[config.mk]
export PLATFORM = sky130hd
export DESIGN_NAME = seg_mux_scheduler
export DESIGN_NICKNAME = d
export VERILOG_FILES = /design/src/rtl/seg_pkg.sv /design/src/rtl/phase_tick_gen.sv /design/src/rtl/seg_mux_scheduler.sv
export SDC_FILE = /design/constraint.sdc
export NUM_CORES = 1
export LEC_CHECK = 0
export CELL_PAD_IN_SITES_DETAIL_PLACEMENT = 1
export CELL_PAD_IN_SITES_GLOBAL_PLACEMENT = 1
export CORE_UTILIZATION = 45
export CTS_BUF_LIST = sky130_fd_sc_hd__clkbuf_2 sky130_fd_sc_hd__clkbuf_4 sky130_fd_sc_hd__clkbuf_8
export CTS_CLUSTER_DIAMETER = 200
export DETAILED_ROUTE_END_ITERATION = 7
export GPL_ROUTABILITY_DRIVEN = 0
export PLACE_DENSITY = 0.93
export SLEW_MARGIN = 40
export SYNTH_ARGS = -nofsm -noshare
export SYNTH_HDL_FRONTEND = slang
export SYNTH_SLANG_ARGS = --single-unit
[constraint.sdc]
create_clock -name clk -period 2.5 [get_ports clk]
set_input_delay 0.25 -clock clk [delete_from_list [all_inputs] [get_ports clk]]
set_output_delay 0.25 -clock clk [all_outputs]
set_load 0.02 [all_outputs]
[src/rtl/seg_pkg.sv]
// Shared types and default scan-rate constants for the seven-segment scan scheduler
// and its phase-accumulator tick source.
package seg_pkg;

  localparam int unsigned SEG_ACC_W = 32;
  localparam logic [31:0] SEG_STEP  = 32'd90000;

  typedef enum logic [0:0] {
    BLANK = 1'b0,
    ON    = 1'b1
  } scan_state_t;

  typedef logic [3:0] nibble_t;

endpackage

[src/rtl/phase_tick_gen.sv]
// Phase-accumulator rate generator: emits a one-cycle tick on every accumulator carry.
// The accumulator wraps modulo 2^ACC_W and holds while en is low.
module phase_tick_gen
  import seg_pkg::*;
#(
  parameter int               ACC_W = SEG_ACC_W,
  parameter logic [ACC_W-1:0] STEP  = ACC_W'(SEG_STEP)
) (
  input  logic clk,
  input  logic reset_n,
  input  logic en,
  output logic tick
);

  logic [ACC_W-1:0] acc_q, acc_d;
  logic [ACC_W:0]   sum;

  assign sum  = {1'b0, acc_q} + {1'b0, STEP};
  assign tick = sum[ACC_W] & en;

  always_comb begin
    acc_d = acc_q;
    if (en) acc_d = sum[ACC_W-1:0];
  end

  always_ff @(posedge clk) begin
    if (!reset_n) acc_q <= '0;
    else          acc_q <= acc_d;
  end

endmodule

[src/rtl/seg_mux_scheduler.sv]
// Multiplexed seven-segment scan: one shared decoder, per-digit active-low anodes,
// with a blanking interval before each digit so the decoder settles before lighting.
//
// state | meaning
// BLANK | all anodes off; nibble_out settling; frame data captured while on digit 0
// ON    | anode of digit_idx driven low for DWELL_TICKS ticks
module seg_mux_scheduler
  import seg_pkg::*;
#(
  parameter int               N_DIGITS    = 2,
  parameter int               ACC_W       = SEG_ACC_W,
  parameter logic [ACC_W-1:0] STEP        = ACC_W'(SEG_STEP),
  parameter int               DWELL_TICKS = 4
) (
  input  logic                        clk,
  input  logic                        reset_n,
  input  logic                        en,
  input  logic [4*N_DIGITS-1:0]       digits_in,
  output logic [3:0]                  nibble_out,
  output logic [N_DIGITS-1:0]         anode_n,
  output logic [$clog2(N_DIGITS)-1:0] digit_idx,
  output logic                        frame_start
);

  localparam int IDX_W = $clog2(N_DIGITS);
  localparam int DW_W  = (DWELL_TICKS > 1) ? $clog2(DWELL_TICKS) : 1;
  localparam logic [IDX_W-1:0] LAST_IDX   = IDX_W'(N_DIGITS - 1);
  localparam logic [DW_W-1:0]  LAST_DWELL = DW_W'(DWELL_TICKS - 1);

  logic tick;

  phase_tick_gen #(
    .ACC_W (ACC_W),
    .STEP  (STEP)
  ) u_tick (
    .clk     (clk),
    .reset_n (reset_n),
    .en      (en),
    .tick    (tick)
  );

  scan_state_t           state_q, state_d;
  logic [IDX_W-1:0]      idx_q, idx_d;
  logic [DW_W-1:0]       dwell_q, dwell_d;
  logic [4*N_DIGITS-1:0] shadow_q, shadow_d;
  logic [N_DIGITS-1:0]   anode_q, anode_d;
  logic                  fs_q, fs_d;
  nibble_t               nib_q, nib_d;
  logic [N_DIGITS-1:0]   lit_mask;

  assign lit_mask = ~(N_DIGITS'(1) << idx_q);

  always_comb begin
    state_d  = state_q;
    idx_d    = idx_q;
    dwell_d  = dwell_q;
    shadow_d = shadow_q;
    anode_d  = '1;
    fs_d     = 1'b0;
    if (en) begin
      case (state_q)
        BLANK: begin
          if (tick) begin
            state_d = ON;
            dwell_d = '0;
            anode_d = lit_mask;
            fs_d    = (idx_q == '0);
          end else if (idx_q == '0) begin
            // Latch the whole frame before digit 0 lights so later input edits cannot tear it.
            shadow_d = digits_in;
          end
        end
        ON: begin
          if (tick && (dwell_q == LAST_DWELL)) begin
            state_d = BLANK;
            idx_d   = (idx_q == LAST_IDX) ? '0 : idx_q + IDX_W'(1);
          end else begin
            anode_d = lit_mask;
            if (tick) dwell_d = dwell_q + DW_W'(1);
          end
        end
        default: state_d = BLANK;
      endcase
    end
    nib_d = shadow_d[{idx_d, 2'b00} +: 4];
  end

  always_ff @(posedge clk) begin
    if (!reset_n) begin
      state_q  <= BLANK;
      idx_q    <= '0;
      dwell_q  <= '0;
      shadow_q <= '0;
      anode_q  <= '1;
      fs_q     <= 1'b0;
      nib_q    <= '0;
    end else begin
      state_q  <= state_d;
      idx_q    <= idx_d;
      dwell_q  <= dwell_d;
      shadow_q <= shadow_d;
      anode_q  <= anode_d;
      fs_q     <= fs_d;
      nib_q    <= nib_d;
    end
  end

  assign nibble_out  = nib_q;
  assign anode_n     = anode_q;
  assign digit_idx   = idx_q;
  assign frame_start = fs_q;

endmodule

After elaboration in Yosys (flattened, before gate mapping)
Cells that the tools add are included.

word-level totals
  register bits = 51
  bits in latches = 0
  RAM bits = 0
  ROM bits = 0
  bits of input ports = 11
  output and inout bits = 8
  logic and storage cells = 46
  memories = 0

operators by class
  add/sub/neg operators = 3
  multipliers = 0
  div/mod/pow operators = 0
  $lt $le $gt $ge = 0
  eq/ne operators = 4
  shifts and indexed selects = 2
  muxes and demuxes = 18
  bitwise gates (word level) = 7
  reduce and logical (&&, ||, !) cells = 4

operator list
  operator                  count
  $add A32 B17 Y33 const B  1
  $mux W8                   4
  $mux W2                   5
  $pmux W2 S2               2
  $shiftx A8 B4 Y4          1
  $mux W1                   6
  $ne A2 B2 Y1 const B      3
  $not A1 Y1                5
  $reduce_and A4 Y1         1
  $reduce_or A4 Y1          1
  $add A2 B1 Y2 const B     1
  $eq A2 B2 Y1 const B      1
  $not A2 Y2                1
  $pmux W1 S2               1
  $reduce_and A2 Y1         1
  $shl A1 B1 Y2 const A     1
  $add A1 B1 Y1 const B     1
  $and A1 B1 Y1             1
  $logic_and A1 B1 Y1       1

Logic depth before layout (Yosys ltp)
  word-level depth = 7
  gate-level depth with buffers = 11
  depth with buffers taken out = 11

Hierarchy
From an unflattened synthesis, not the netlist that was laid out.

second synthesis, totals
  cell total of the unflattened synthesis = 235
  area, all modules = 2139.6 um2

modules (own cells, without submodules)
  module             instances  cells each  area each (um2)
  phase_tick_gen     1          163         1385.1
  seg_mux_scheduler  1          72          754.5

Least setup slack after synthesis
OpenSTA, ideal clock, no wires.

  path kind = register to register
  start = register u_tick.acc_q[4]
  end = register nib_q[0] (netlist: nibble_out[0])
  arrival = 2.178 ns
  path slack = 0.250 ns
  cell stages (with the launch flop) = 12
  clock period less this slack = 2.250 ns
  path through = dfxtp_1 > ha_1 > a211oi_1 > a21bo_2 > o21a_2 > nor2_1 > nand2_1 > ha_1 > mux2i_1 > and2_1 > a22oi_1 > mux2i_1

on the way
  cells in the longest elaborated chain, start to end = 7
  elaborated cells between the ends (all ways) = 10
  those cells by class = add/sub (1); shift (1); mux (6); bitwise (1); reduce/logical (1)

RTL lines
  element                   RTL line                  text
  start: declaration        phase_tick_gen.sv:15      logic [ACC_W-1:0] acc_q, acc_d;
  start signal: assignment  phase_tick_gen.sv:27      if (!reset_n) acc_q <= '0;
  start signal: assignment  phase_tick_gen.sv:28      else acc_q <= acc_d;
  $add A32 B17 Y33 (*)      phase_tick_gen.sv:18      assign sum = {1'b0, acc_q} + {1'b0, STEP};
  $and A1 B1 Y1 (*)         phase_tick_gen.sv:19      assign tick = sum[ACC_W] & en;
  $logic_and A1 B1 Y1       seg_mux_scheduler.sv:74   if (tick && (dwell_q == LAST_DWELL)) begin
  $mux W1                   seg_mux_scheduler.sv:74
  $mux W1                   seg_mux_scheduler.sv:61   case (state_q)
  $mux W1                   seg_mux_scheduler.sv:60   if (en) begin
  $shiftx A8 B4 Y4 (*)      seg_mux_scheduler.sv:85   nib_d = shadow_d[{idx_d, 2'b00} +: 4];
  end signal: assignment    seg_mux_scheduler.sv:104  nib_q <= nib_d;
  end: declaration          seg_mux_scheduler.sv:48   nibble_t nib_q, nib_d;

Every way passes the cells marked *; elsewhere a longest branch is shown, timed or not.
A chain may end at the register's enable or synchronous reset.

Final worst setup path
  start = register u_tick.acc_q[17]
  end = register nib_q[2] (netlist: nibble_out[2])

Same word-level chain as after synthesis.

==> results.md <==
* Run status: complete, no violations
* Die width at 72.57 um
* Met2 Track Usage GR at 44.55%
* # clock sinks at 47
* Min Clock Period, post-route at 2.446 ns
* Port Buffers at 18
* Synth area leader: dfxtp_1
* Period Utilization, post-route at 97.84%
* Overall power consumption at 1.728 mW
* M3 GR Usage at 3.472%
* Internal power at 1.239 mW
* Hold Path Origin: shadow_q[4]$_SDFF_PN0_
* Fin area at 0.002700 mm2
* Largest cells by area after synthesis: dfxtp_1, mux2i_1, xor2_1
* Worst R2R Path Depth at 10
* DR pass1 iterations at 4
* Synth-to-Final Area Change at 20.49%
* H-tree depth at 2
* R2R Path Start: u_tick.acc_q[17]$_SDFFE_PN0P_
* Grt total ovfl at 0
* R2r setup slk at 0.05 ns
* Antenna viol nets, final at 0
* Initial Utilization at 47.13%
* Hold path depth at 2
* Vias in the first global route at 2010
* Power share of the clock group at 32.3%
* Vias at 1946
* Worst-Margin Slew at 0.4894 ns
* Synth warn at 0
* Final hold slack at 0.4650 ns
* Post-synth EDFFs at 0
* Total track usage at 24.39%
* Switching share of power at 28.29%
* Max Freq at 408.8 MHz
* Yosys reg bits at 47
* Hold-critical path endpoint: shadow_q[4]$_SDFF_PN0_
* Layout cells sized above 1 at 14.23%
* First-pass GRT wire length at 9804 um
* Vias/cell at 5.592
* Ports at 19
* Worst Path Required at 2.67 ns
* Register area at 943.4 um2
* Post-DR wirelength/cell at 18.67 um
* Slew Viols, Final at 0
* Register share of total power at 50.0%
* Post-synthesis instance total at 253
* Worst-case clock buffer depth at 2
* Sw Pwr at 0.4889 mW
* Initial DRC count at 76
* Final Util at 56.79%
* Setup crit end kind: register
* Later-pin clock latency in the skew report at 0.30 ns
* Async set-reset flop share out of synthesis at 0%
* Die Footprint at 0.005266 mm2
* Hold-fix buffers, CTS at 0
* Share of the yosys chip area belonging to registers at 41.99%
* DR DRC count at 0
* Cell Rows at 25
* Leakage at 1.046 nW
* Reg2reg end: nibble_out[2]$_SDFF_PN0_
* Worst VDD drop at 0.0004343 V
* Area after DPL at 0.002557 mm2
* Area of the multi-input gates at 0.001285 mm2
* Slew margin rel. at 67.28%
* CP max FO at 6
* Avg Inst Size Synth at 8.857 um2
* Met1 GRT Util at 28.83%
* Top cell type's share of synthesized area at 41.99%
* HP Class: reg -> reg
* Hold Violations, Final at 0
* Logic pwr share at 17.7%
* CTS tree: built
* Final Setup Violations at 0
* CP Class: reg -> reg
* Count of cell types in the netlist at 44
* Die Y at 72.57 um
* Core ar. at 0.004755 mm2
* Initial antenna violation count at 0
* Pwr Density at 640.1 mW/mm2
* Hpwl dp at 4138 um
* Num CTS Buffers at 5
* N_diodes at 0
* Main synth FF type: dfxtp_1
* Routed wire length at 6498 um
* Clock Skew at 0.009529 ns
* Busiest layer in global routing: met2
* CP Launch Point: u_tick.acc_q[17]$_SDFFE_PN0P_
* Worst Path Arrival at 2.62 ns
* Largest net degree at the start of global routing at 27
* Layout Nets at 296
* Fillers at 575
* Startpoint Class: register
* Maxcap violations at 0
* CTS Root Cell: clkbuf_8
* Mapped Area at 0.002241 mm2
* Clock Pin Slew Worst Setup and Hold Paths at 0.09 ns
* Mapped Nets at 268
-- layer usage --
metal	vias to the layer above	part of all wire [%]	routed length, um
met1	966	41	2682
met3	14	2.4	158
met2	31	53	3447
met5	-	0	0
li1	935	-	-
met4	0	3.2	209
-- cell usage in the layout (no fill, tap or decap), drive strengths merged, types with 2 or more instances in the layout --
master         instances
clkdlybuf4s50         18
nor3                   7
mux2i                 17
nor2                  30
a211oi                 2
clkbuf                 6
xnor2                  8
nand4                  6
o41ai                  2
nand2                 36
and3                   5
ha                     4
nor4                   2
dfxtp                 47
nand2b                 3
buf                   11
inv                    5
or3                    4
a31oi                  3
o21ai                  7
xor2                  16
and4                   3
and2                   2
nand3                 20
a22oi                  4
-- sequential cells by signal, indices dropped and copies added (netlist names) --
| register | cells |
|---|---|
| state_q | 1 |
| anode_n | 2 |
| shadow_q | 8 |
| frame_start | 1 |
| u_tick.acc_q | 28 |
| nibble_out | 4 |
| dwell_q | 2 |
| digit_idx | 1 |
-- cells by family (layout without fill, tap and decap cells) --
family,after synthesis,count (layout),synth area share (%)
adder cells (fa/ha/maj),4,4,2.233
XOR/XNOR,24,24,9.380
AO/OA/AOI/OAI,27,27,9.213
flip-flops,47,47,41.99
buffers and inverters,13,41,2.178
multiplexers,17,17,7.593
AND/OR/NAND/NOR,121,121,27.42
-- stage by stage --
step	setup TNS [ns]	std cells	setup WS, ns
floorplan	0	253	0.2502
global placement	0	341	0.2238
detailed placement	0	341	0.02285
CTS	0	348	0.02712
global route	-0.08781	348	-0.04272
finish	0	348	0.05393
-- cells in the mapped netlist, types with 2 or more instances --
cell type and n:
dfxtp_1 47, nand2_1 36, nor2_1 30, nand3_1 20
mux2i_1 17, xor2_1 16, clkbuf_1 8, xnor2_1 8
nor3_1 6, inv_1 5, nand4_1 5, o21ai_0 5
a22oi_1 4, and3_1 4, ha_1 4, or3_1 4
a31oi_1 3, nand2b_1 3, a211oi_1 2, o41ai_1 2
-- critical path, cell delays in order, from the launching register on --
cell     delay, ns
dfxtp_1       0.46
and4b_1       0.32
nand2_1       0.11
o21a_2        0.23
nor2_2        0.10
nand2_1       0.09
ha_1          0.30
mux2i_2       0.23
nor2_2        0.13
a22oi_2       0.22
mux2i_1       0.12
-- worst max-delay path by stage --
stage                                     endpoint  slack [ns]
final                     nibble_out[2]$_SDFF_PN0_        0.05
after global routing      nibble_out[2]$_SDFF_PN0_       -0.04
after CTS                 nibble_out[1]$_SDFF_PN0_        0.03
after detailed placement  nibble_out[1]$_SDFF_PN0_        0.02
after global placement    nibble_out[0]$_SDFF_PN0_        0.22
after floorplan           nibble_out[0]$_SDFF_PN0_        0.25
-- cell type report --
cell class	instances	share of cell area (%)
clock buffer	6	2.827
clock inverter	1	1.112
inverter	5	0.6951
multi-input combinational	193	47.59
sequential	47	34.94
tap	67	3.105
timing repair buffer	29	9.731
-- power by group through the flow --
stage               registers [mW]  clock network (mW)  logic [mW]
floorplan                    0.865                   0       0.185
detailed placement           0.873                   0       0.287
finish                       0.864               0.558       0.306
CTS                          0.856               0.563       0.296
global route                 0.868               0.591       0.328
global placement             0.867                   0       0.271
-- what timing repair did --
| action | CTS | global route |
|---|---|---|
| endpoints found under the setup margin | 0 | 4 |
| resized for setup | 0 | 10 |
| setup buffers | 0 | 0 |
(Power assumes the default switching activity.)
